File: config.mk
export PLATFORM = sky130hd
export DESIGN_NAME = pipe_ctrl
export DESIGN_NICKNAME = d
export VERILOG_FILES = /design/src/rtl/pipe_ctrl.sv
export SDC_FILE = /design/constraint.sdc
export NUM_CORES = 1
export LEC_CHECK = 0
export CORE_ASPECT_RATIO = 1.1
export CORE_MARGIN = 3
export CORE_UTILIZATION = 31
export DETAILED_ROUTE_END_ITERATION = 8
export GPL_ROUTABILITY_DRIVEN = 0
export HOLD_SLACK_MARGIN = 0.02
export PLACE_DENSITY_LB_ADDON = 0.2
export SETUP_SLACK_MARGIN = 0.05
export SLEW_MARGIN = 40
export SYNTH_ARGS = -nofsm -noshare
export SYNTH_HDL_FRONTEND = slang
export SYNTH_SLANG_ARGS = --single-unit
File: constraint.sdc
create_clock -name clk -period 1.95 [get_ports clk]
set_clock_uncertainty 0.05 [all_clocks]
set_input_delay 0.39 -clock clk [delete_from_list [all_inputs] [get_ports clk]]
set_output_delay 0.39 -clock clk [all_outputs]
set_load 0.03 [all_outputs]
File: src/rtl/pipe_ctrl.sv
// Pipeline hazard controller: load-use stalls, branch-mispredict flush, RET fetch hold and HALT.
// Optional performance counters are enabled by defining PIPE_PERF_EN.
module pipe_ctrl (
   input  logic        clk,
   input  logic        rst,
   input  logic [7:0]  D_icode,
   input  logic [7:0]  d_srcA,
   input  logic [7:0]  d_srcB,
   input  logic [7:0]  E_icode,
   input  logic [7:0]  E_dstM,
   input  logic        e_cnd,
   input  logic        W_halt,
   output logic        F_stall,
   output logic        D_stall,
   output logic        D_bubble,
   output logic        E_bubble,
   output logic        halted,
   output logic [31:0] stall_cnt,
   output logic [31:0] mispred_cnt
);

   localparam logic [7:0] IC_MRMOVL = 8'h05;
   localparam logic [7:0] IC_JXX    = 8'h07;
   localparam logic [7:0] IC_RET    = 8'h09;
   localparam logic [7:0] IC_POPL   = 8'h0B;
   localparam logic [7:0] RNONE     = 8'h0F;

   typedef enum logic [1:0] {
      ST_RUN  = 2'd0,
      ST_RET  = 2'd1,
      ST_HALT = 2'd2
   } state_t;

   state_t     state_r, state_s;
   logic [1:0] ret_cnt_r, ret_cnt_s;
   logic       load_use_s, mispred_s;
   logic       f_stall_s, d_stall_s, d_bubble_s, e_bubble_s, halted_s;

   assign load_use_s = ((E_icode == IC_MRMOVL) || (E_icode == IC_POPL)) && (E_dstM != RNONE) &&
                       ((E_dstM == d_srcA) || (E_dstM == d_srcB));
   assign mispred_s  = (E_icode == IC_JXX) && !e_cnd;

   // Next-state and control decode, with reset forcing the flush pattern on the outputs
   always_comb begin
      state_s    = state_r;
      ret_cnt_s  = ret_cnt_r;
      f_stall_s  = 1'b0;
      d_stall_s  = 1'b0;
      d_bubble_s = 1'b0;
      e_bubble_s = 1'b0;
      halted_s   = 1'b0;
      case (state_r)
         ST_RUN: begin
            if (W_halt) begin
               f_stall_s  = 1'b1;
               d_stall_s  = 1'b1;
               e_bubble_s = 1'b1;
               halted_s   = 1'b1;
               state_s    = ST_HALT;
            end else if (mispred_s) begin
               // The flushed D slot may hold a RET; it must not start the RET hold
               d_bubble_s = 1'b1;
               e_bubble_s = 1'b1;
            end else if (load_use_s) begin
               f_stall_s  = 1'b1;
               d_stall_s  = 1'b1;
               e_bubble_s = 1'b1;
            end else if (D_icode == IC_RET) begin
               f_stall_s  = 1'b1;
               d_bubble_s = 1'b1;
               state_s    = ST_RET;
               ret_cnt_s  = 2'd2;
            end else begin
               state_s    = ST_RUN;
            end
         end
         ST_RET: begin
            if (W_halt) begin
               f_stall_s  = 1'b1;
               d_stall_s  = 1'b1;
               e_bubble_s = 1'b1;
               halted_s   = 1'b1;
               state_s    = ST_HALT;
            end else begin
               f_stall_s  = 1'b1;
               d_bubble_s = 1'b1;
               ret_cnt_s  = ret_cnt_r - 2'd1;
               // A count of 0 here is corrupt; return to RUN rather than wrap
               if (ret_cnt_r <= 2'd1) begin
                  state_s = ST_RUN;
               end else begin
                  state_s = ST_RET;
               end
            end
         end
         ST_HALT: begin
            f_stall_s  = 1'b1;
            d_stall_s  = 1'b1;
            e_bubble_s = 1'b1;
            halted_s   = 1'b1;
            state_s    = ST_HALT;
         end
         default: begin
            d_bubble_s = 1'b1;
            e_bubble_s = 1'b1;
            state_s    = ST_RUN;
            ret_cnt_s  = 2'd0;
         end
      endcase

      if (rst) begin
         F_stall  = 1'b0;
         D_stall  = 1'b0;
         D_bubble = 1'b1;
         E_bubble = 1'b1;
         halted   = 1'b0;
      end else begin
         F_stall  = f_stall_s;
         D_stall  = d_stall_s;
         D_bubble = d_bubble_s;
         E_bubble = e_bubble_s;
         halted   = halted_s;
      end
   end

   // Controller state register
   always_ff @(posedge clk) begin
      if (rst) begin
         state_r   <= ST_RUN;
         ret_cnt_r <= 2'd0;
      end else begin
         state_r   <= state_s;
         ret_cnt_r <= ret_cnt_s;
      end
   end

`ifdef PIPE_PERF_EN
   logic [31:0] stall_cnt_r, mispred_cnt_r;
   logic        stall_inc_s, mispred_inc_s;

   assign stall_inc_s   = f_stall_s && !halted_s;
   assign mispred_inc_s = mispred_s && !halted_s;

   // Saturating performance counters
   always_ff @(posedge clk) begin
      if (rst) begin
         stall_cnt_r   <= 32'h0;
         mispred_cnt_r <= 32'h0;
      end else begin
         if (stall_inc_s && (stall_cnt_r != 32'hFFFF_FFFF)) begin
            stall_cnt_r <= stall_cnt_r + 32'd1;
         end else begin
            stall_cnt_r <= stall_cnt_r;
         end
         if (mispred_inc_s && (mispred_cnt_r != 32'hFFFF_FFFF)) begin
            mispred_cnt_r <= mispred_cnt_r + 32'd1;
         end else begin
            mispred_cnt_r <= mispred_cnt_r;
         end
      end
   end

   assign stall_cnt   = stall_cnt_r;
   assign mispred_cnt = mispred_cnt_r;
`else
   assign stall_cnt   = 32'h0;
   assign mispred_cnt = 32'h0;
`endif

endmodule

==> results.json <==
{
  "antenna_found_initial": 0,
  "yosys_warnings": 0,
  "crit_path_start_kind": "primary input",
  "slowest_stage": "o31a_4",
  "ys_top_cells_by_area": "buf_4 41%, xor2_1 12%, dfxtp_1 6.8%, ha_1 5.3%, nand2b_1 2.6%",
  "synth_top_cell_by_area": "buf_4",
  "fp.dieH_microns": 70.9,
  "synth_commonest_cells": "64 x buf_4, 16 x xor2_1, 5 x ha_1, 5 x nand2b_1, 5 x nor2_1",
  "grt_usage_pct": 11.8,
  "io_buffers": 48,
  "synth_cell_types": 38,
  "syn_avg_cell_area_sq_um": 8.18,
  "max-vdd-ir-drop_mv": 0.140,
  "rsz0062_at_grt": "yes",
  "synth_cells": 145,
  "grt_pass1_wl_mm": 4.42,
  "first_pass_iters": 4,
  "ys.flop_type": "dfxtp_1",
  "preCtsSetupSlack_ns": -0.784,
  "fin_crit_sh_pct": 115,
  "critPathCaptureType": "primary output",
  "drive_above_1_share_pct": 45.7,
  "critical_path_buf_inv_count": 2,
  "timing.hold.ws_ns": 0.448,
  "htree_levels": 1,
  "hold_viol_final": 0,
  "rows": 22,
  "maxSlewViolCount": 0,
  "setup_ws_ns": -0.289,
  "drv_cap": 0,
  "gr-total-overflow": 0,
  "cp_slowest_stage_delay_ns": 0.37,
  "routed_wl_mm": 2.98,
  "m1WireLength_mm": 1.00,
  "diodes": 0,
  "utilization_pct": 51.3,
  "clkSlewWorstSetupHoldPaths_ns": 0.03,
  "dieArea_sq_um": 4610,
  "wire_per_inst_microns": 11.2,
  "powerDensity_nw_per_um2": 333,
  "grt_max_degree": 6,
  "chipWidth_microns": 65.0,
  "nets": 270,
  "hold_class": "register to register",
  "synth_seq_area_share_pct": 6.75,
  "viasPerCell": 3.94,
  "max_freq_ghz": 0.447,
  "cts_tree": "done",
  "yosysTopAreaCellShare_pct": 40.5,
  "core-area_sq_um": 3500,
  "numCtsBuffers": 3,
  "required_ns": 1.51,
  "violations": "negative setup slack",
  "setup_viol": 4,
  "root_buffer": "clkbuf_4",
  "ant_nets": 0,
  "grt_pass1_vias": 998,
  "start_util_pct": 33.9,
  "critPathKind": "primary input to primary output",
  "area_delta_synth_final_pct": 51.1,
  "cp_cell_sequence": "buf_2, xor2_2, nor4_2, a22oi_2, o31a_4, nor3_4, buf_6",
  "yosysMostFrequentCell": "buf_4",
  "crit_arrival_ns": 1.80,
  "cp_max_fo": 5,
  "ys_ff_latch": 4,
  "dr_wl_met3_microns": 297,
  "wl_met2_mm": 1.66,
  "io_pins": 113,
  "hpwlAfterDp_mm": 2.51,
  "status": "finished, violations left",
  "ys_async_sr_fraction_pct": 0,
  "synth_area_sq_um": 1190,
  "drcViolationCount": 0,
  "top_layer": "met4",
  "fin_total_pwr_w": 0.000596,
  "cp_top_family": "compound AO/OA/AOI/OAI gates",
  "clk-insertion-delay-late_ns": 0.23,
  "synth_enable_flop_cells": 0,
  "cts.sinks": 4,
  "finalCriticalPeriod_ns": 2.24,
  "drt_iter0_markers": 19,
  "cts_buffer_depth": 2,
  "leakage_nw": 0.898,
  "via_count": 1052
}
-- sequential cells by signal, summed over array words and instances (netlist names) --
register / count
state_r: 2
ret_cnt_r: 2
-- placed cells by master (no fill, tap or decap), drive strengths merged --
cell / instances
conb: 64
buf: 57
xor2: 16
clkbuf: 8
nor4: 6
nor2: 5
nand2b: 5
ha: 5
inv: 4
dlygate4sd2: 4
dfxtp: 4
clkdlybuf4s15: 4
o21ai: 4
mux2i: 3
nor3: 3
dlymetal6s2s: 2
nand2: 2
nand4: 2
a22oi: 1
o22ai: 1
and4: 1
nor4bb: 1
nand3: 1
a221o: 1
or4: 1
or4bb: 1
or2: 1
o21a: 1
o31a: 1
a211oi: 1
o211a: 1
a21oi: 1
a21o: 1
o311ai: 1
a221oi: 1
or3b: 1
o31ai: 1
mux2: 1
clkdlybuf4s50: 1
-- kinds of logic (layout without fill, tap and decap cells) --
group / after synthesis / count (layout) / synth area share [%]
buffers and inverters: 69 / 80 / 42.1
adders and majority gates: 5 / 5 / 5.27
other: 1 / 64 / 0.316
muxes: 4 / 4 / 3.48
and+or+nand+nor: 30 / 30 / 18.2
AOI/OAI and AO/OA: 16 / 16 / 12.0
xor gates and xnor gates: 16 / 16 / 11.8
DFF: 4 / 4 / 6.75
-- what timing repair did --
action	4_1_cts	5_1_grt
gates resized for setup	162	22
buffers inserted	4	2
pin swaps	41	13
endpoints found under the setup margin	8	9
hold buffers	0	0
-- report_power, final --
part	switching [W]	internal, W	total [W]
combinational	0.000279	0.000132	0.000411
sequential	0.00000192	0.0000853	0.0000873
clock	0.0000293	0.0000684	0.0000977
total	0.000310	0.000286	0.000596
-- stage by stage --
stage | setup TNS [ns] | cells | cell area (sq um)
2_1_floorplan | -0.169 | 208 | 1440
3_3_place_gp | -5.03 | 258 | 1620
3_5_place_dp | -5.23 | 258 | 1620
4_1_cts | -1.06 | 265 | 1740
5_1_grt | -1.36 | 267 | 1790
6_report | -0.980 | 267 | 1790
-- tightest hold or removal path, stage by stage, from the launching register on --
cell and delay [ns]:
dfxtp_1 0.31, nand2b_1 0.07, mux2i_1 0.06
-- path summary, 6_finish.rpt --
| path | to | slack [ns] | from | cells past startpoint |
|---|---|---|---|---|
| hold reg to reg | ret_cnt_r[0] | 0.45 | ret_cnt_r[0] | 2 |
| hold / removal | ret_cnt_r[0] | 0.45 | ret_cnt_r[0] | 2 |
| setup / recovery | D_stall | -0.29 | d_srcA[0] | 7 |
| setup reg to reg | state_r[1] | 0.06 | state_r[1] | 8 |
-- area by class of cell --
type / instances / area (sq um)
flip-flops and latches: 4 / 80.1
clock buffers: 3 / 22.5
multi-input cells: 135 / 1040
repair buffers: 73 / 574
fillers: 357 / 1700
inverters: 4 / 15.0
well taps: 48 / 60.1
-- layer usage --
layer / vias up / global-route usage, %
met2: 69 / 22.7
met3: 2 / 2.70
met5: - / 0
li1: 509 / -
met4: 0 / 2.58
met1: 472 / 12.7
(Power assumes the default switching activity.)
==> variant 1: new RTL, same flow settings <==
The option `PIPE_PERF_EN` is turned on by a define.
--- a/src/rtl/pipe_ctrl.sv
+++ b/src/rtl/pipe_ctrl.sv
@@ -1,4 +1,6 @@
 // Pipeline hazard controller: load-use stalls, branch-mispredict flush, RET fetch hold and HALT.
 // Optional performance counters are enabled by defining PIPE_PERF_EN.
+`define PIPE_PERF_EN
+
 module pipe_ctrl (
    input  logic        clk,
Check against the original RTL: not equivalent (Yosys sat finds a counterexample within 4 cycles, from zero or initial values and one cycle with rst high).
==> variant 1 against the original RTL <==
- the flow still finishes with violations (negative setup slack)
- power grew to 5.7 times the old value
- die area increased to 3.0 times the old value
- sequential cell count is 64 higher
- worst setup slack worse by 0.15 ns
- synthesized area grew to 3.2 times the old value
- routed wire length grew to 4.6 times the old value
- cell area rose to 4.0 times the old value
- largest cell class unchanged
==> variant 1: results (changes against the original RTL) <==
Run status
  • Status: finished with violations
  • Failing checks: negative setup slack

Logic synthesis
  • Yosys warns: 0 (unchanged)
  • Compound-Gate Fraction of Synth Area: 14.7% (+2.7 points)
  • Area contributors post-synth: dfxtp_1 35%, xnor2_1 7.7%, nor2_1 5.9%
  • Post-synthesis mux area share: 0.813% (-2.7 points)
  • Sequential share of the synthesized area: 35.4% (+29 points)
  • XOR/XNOR share of the synthesized area: 11.4% (-0.44 points)
  • Commonest cells in the netlist: 68 x dfxtp_1, 60 x nor2_1, 34 x xnor2_1
  • Synth Area in Adders: 2.28% (-3.0 points)
  • Post-Syn Area per Cell: 8.12 µm² (-0.74%)
  • Library cells used by synthesis: 57 (+50%)

GRT
  • Largest net degree at the start of global routing: 37 (+31)
  • First-pass GRT wire length: 22.0 mm (+400%)
  • Tot GR Track Use: 19.6% (+7.9 points)
  • Vias in the first global route: 4606 (+360%)

Finish
  • Non-clk invs: 14 (+10)
  • CLK BUF: 14 (+11)
  • Share of layout cells above drive strength 1: 45.3% (-0.35 points)
  • Filler instances: 1058 (+200%)
  • Sequential cells: 68 (+64)
  • # nets final: 772 (+190%)
  • Multi-input gates: 380 (+180%)
  • Buffers outside the clock class: 248 (+240%)
  • Clk cell area share: 3.85% (+2.6 points)
  • Signal buf overhead: 30.0% (-2.0 points)
  • Sequential cell area: 1420 µm² (+1700%)

Power and ir drop
  • Max VDD drop: 0.418 mV (+200%)
  • Leakage Power: 3.12 nW (+250%)

CTS
  • Clk Latency, worst-skew pair: 0.34 ns (+0.11 ns)
  • Root Buffer: clkbuf_16
  • Clk slew on worst S/H paths: 0.06 ns (+0.03 ns)
  • Cts bufs inserted: 9 (+6)
  • # H-tree levels: 3 (+2)

Route
  • Vias per inst: 5.09 (+29%)
  • 1st-iter DRT viols: 148 (+129)

Placement
  • PortBufs: 112 (+130%)
  • DP Cell Count: 838 (+220%)
  • Detail Placement HPWL: 9.27 mm (+270%)

Worst setup path
  • Worst Path Arrival: 1.95 ns (+0.15 ns)
  • CP max FO: 2 (-3)

STA
  • Worst-Margin Slew: 0.529 ns
  • Final number of setup-violating endpoints: 53 (+49)
  • Final Worst Setup Slack: -0.439 ns (-0.151 ns)
[variant 1: timing repair]
item                                    4_1_cts  5_1_grt
endpoints found under the setup margin      117       83
pin swaps                                    81       53
resized for setup                           258       78
gates cloned                                  5        1
buffers inserted                             17       14
hold endpoints to repair                      0        0
[variant 1: per-stage QoR]
step	instance area (µm²)	setup slack, ns	utilization, %	total power (W)	TNS (ns)
after floorplan	4050	-0.377	-	0.00163	-13.23
after global placement	6100	-1.21	50.4	0.00181	-55.65
after detailed placement	6100	-1.21	50.4	0.00182	-56.62
after CTS	6760	-0.447	55.9	0.00342	-9.60
after global routing	7110	-0.505	58.9	0.00354	-16.88
final	7110	-0.439	58.9	0.00341	-11.60
[variant 1: worst max-delay path: stages]
cell     delay (ns)
buf_6          0.09
or4_4          0.53
o22ai_2        0.14
nor2_2         0.05
nand2_1        0.08
and3_1         0.15
a21oi_1        0.04
or3_4          0.32
buf_6          0.14
[variant 1: metal layers]
| metal | vias to the layer above | global-route usage [%] | wire [µm] |
|---|---|---|---|
| met3 | 26 | 4.24 | 541 |
| li1 | 2216 | - | - |
| met1 | 2132 | 21.7 | 5520 |
| met5 | - | 0 | 0 |
| met2 | 107 | 37.1 | 7310 |
| met4 | 0 | 6.69 | 294 |
[variant 1: final timing paths]
kind | end | slack (ns) | depth (start not counted) | start
worst max register to register | stall_cnt[7] | -0.36 | 7 | state_r[1]
worst min register to register | mispred_cnt[17] | 0.46 | 2 | mispred_cnt[17]
worst max-delay path | E_bubble | -0.44 | 9 | E_dstM[5]
worst min-delay path | mispred_cnt[17] | 0.46 | 2 | mispred_cnt[17]
[variant 1: power by group]
part | switching (W) | internal, W | total [W]
Clock | 0.000605 | 0.000927 | 0.00153
Sequential | 0.00000731 | 0.00139 | 0.00140
Combinational | 0.000246 | 0.000236 | 0.000482
==> variant 2: new RTL, config.mk and constraints unchanged <==
Made on the original files. Encoding of `state_t`: now one-hot (3 bits for 3 states).
--- a/src/rtl/pipe_ctrl.sv
+++ b/src/rtl/pipe_ctrl.sv
@@ -26,8 +26,8 @@
    localparam logic [7:0] RNONE     = 8'h0F;
 
-   typedef enum logic [1:0] {
-      ST_RUN  = 2'd0,
-      ST_RET  = 2'd1,
-      ST_HALT = 2'd2
+   typedef enum logic [2:0] {
+      ST_RUN  = 3'b001,
+      ST_RET  = 3'b010,
+      ST_HALT = 3'b100
    } state_t;
 
Formal check against the unedited RTL: same outputs for any inputs over 10 cycles, from zero or initial values and one cycle with rst high; not proved beyond that.
==> variant 2 against the original RTL <==
- the run still ends with negative setup slack left
- power grew 15%
- cell area shrank 4.6%
- routed wire length down 4.4%
- sequential power grew 33%
- critical path depth rose by 2
- non-clock buffer count down 5
- synthesized area shrank 2.3%
- worst setup slack better by 0.018 ns
- sequential cell count is 1 higher
==> variant 2: results (changes against the original RTL) <==
GRT
  • Met2 Use GR: 20.9% (-1.9 points)
  • Tot GR Track Use: 10.9% (-0.84 points)
  • Met1 GRT Util: 11.7% (-1.0 points)
  • Vias in the first global route: 971 (-2.7%)
  • Grt met3 use: 2.57% (-0.13 points)
  • Largest net degree at the start of global routing: 8 (+2)
  • First-pass GRT wire length: 4.09 mm (-7.4%)

Worst setup path
  • Worst R2R Setup Slack: 0.27 ns (+0.21 ns)
  • Worst Path Arrival: 1.78 ns (-0.02 ns)
  • CP max FO: 2 (-3)
  • Worst setup startpoint: d_srcB[2]
  • Kind of cell adding the most delay to the critical path: simple AND/OR/NAND/NOR gates
  • CP endpoint: F_stall
  • Slowest-stage cell, CP: nor4_1
  • Max incr delay on CP: 0.34 ns (-0.03 ns)
  • Worst r2r path cells: 7 (-1)

Power and ir drop
  • Max VDD drop: 0.140 mV (+0.28%)
  • Comb power frac: 66.3% (-2.7 points)
  • Leakage Power: 0.821 nW (-8.6%)
  • Clk pwr share: 16.8% (+0.4 points)

Finish
  • # nets final: 272 (+0.74%)
  • CLK BUF: 4 (+1)
  • Buffers outside the clock class: 68 (-6.8%)
  • Filler instances: 381 (+6.7%)
  • Sequential cells: 5 (+1)
  • Multi-input gate area: 946 µm² (-9.0%)
  • Sequential cell area: 103 µm² (+28%)
  • Largest registers: state_r (3), ret_cnt_r (2)
  • Clk cell area share: 1.54% (+0.28 points)

Placement
  • Detail Placement HPWL: 2.36 mm (-6.0%)
  • Post-Place Setup Slack: -0.760 ns (+0.0243 ns)

Route
  • Top Metal Used: met3
  • Met3 WL post-DR: 264 µm (-11%)
  • 1st-iter DRT viols: 23 (+4)

STA
  • Final number of setup-violating endpoints: 4 (unchanged)
  • Final Worst Setup Slack: -0.271 ns (+0.0176 ns)
  • Worst Hold Margin: 0.441 ns (-0.00726 ns)

CTS
  • Post_cts resized: 119 (-27%)
  • Post-CTS Setup Inserts: 3 (-1)

Run status
  • Failing checks: negative setup slack
  • Status: finished with violations

Min path
  • Min-Delay Endpoint: ret_cnt_r[1]
  • Hold Crit Start: ret_cnt_r[1]

Logic synthesis
  • Commonest cells in the netlist: 64 x buf_4, 16 x xor2_1, 8 x nand2_1, 8 x nor2_1, 7 x nor4_1
  • Area contributors post-synth: buf_4 41%, xor2_1 12%, dfxtp_1 8.6%
==> variant 2: changes by cell type in the layout (fill, tap and decap cells not counted), sizes merged, moves of 4 or more <==
cell	delta
ha	-4
a21oi	+6
clkdlybuf4s50	+6
buf	-12
nand2	+6
==> variant 2: cells by family after synthesis <==
group / count (synthesis) / synth area share (%)
other: 1 / 0.324
buffers and inverters: 68 / 43.0
multiplexers: 1 / 0.864
XOR/XNOR: 16 / 12.1
adder cells (fa/ha/maj): 1 / 1.08
AND/OR/NAND/NOR: 42 / 20.7
flip-flops: 5 / 8.64
AO/OA/AOI/OAI: 23 / 13.3
==> variant 2: through the flow <==
| stage | cells | setup TNS [ns] | area [µm²] |
|---|---|---|---|
| after global placement | 267 | -4.62 | 1590 |
| after floorplan | 220 | 0 | 1420 |
| after global routing | 274 | -1.27 | 1710 |
| final | 274 | -1.01 | 1710 |
| after CTS | 274 | -1.08 | 1660 |
| after detailed placement | 267 | -4.64 | 1590 |
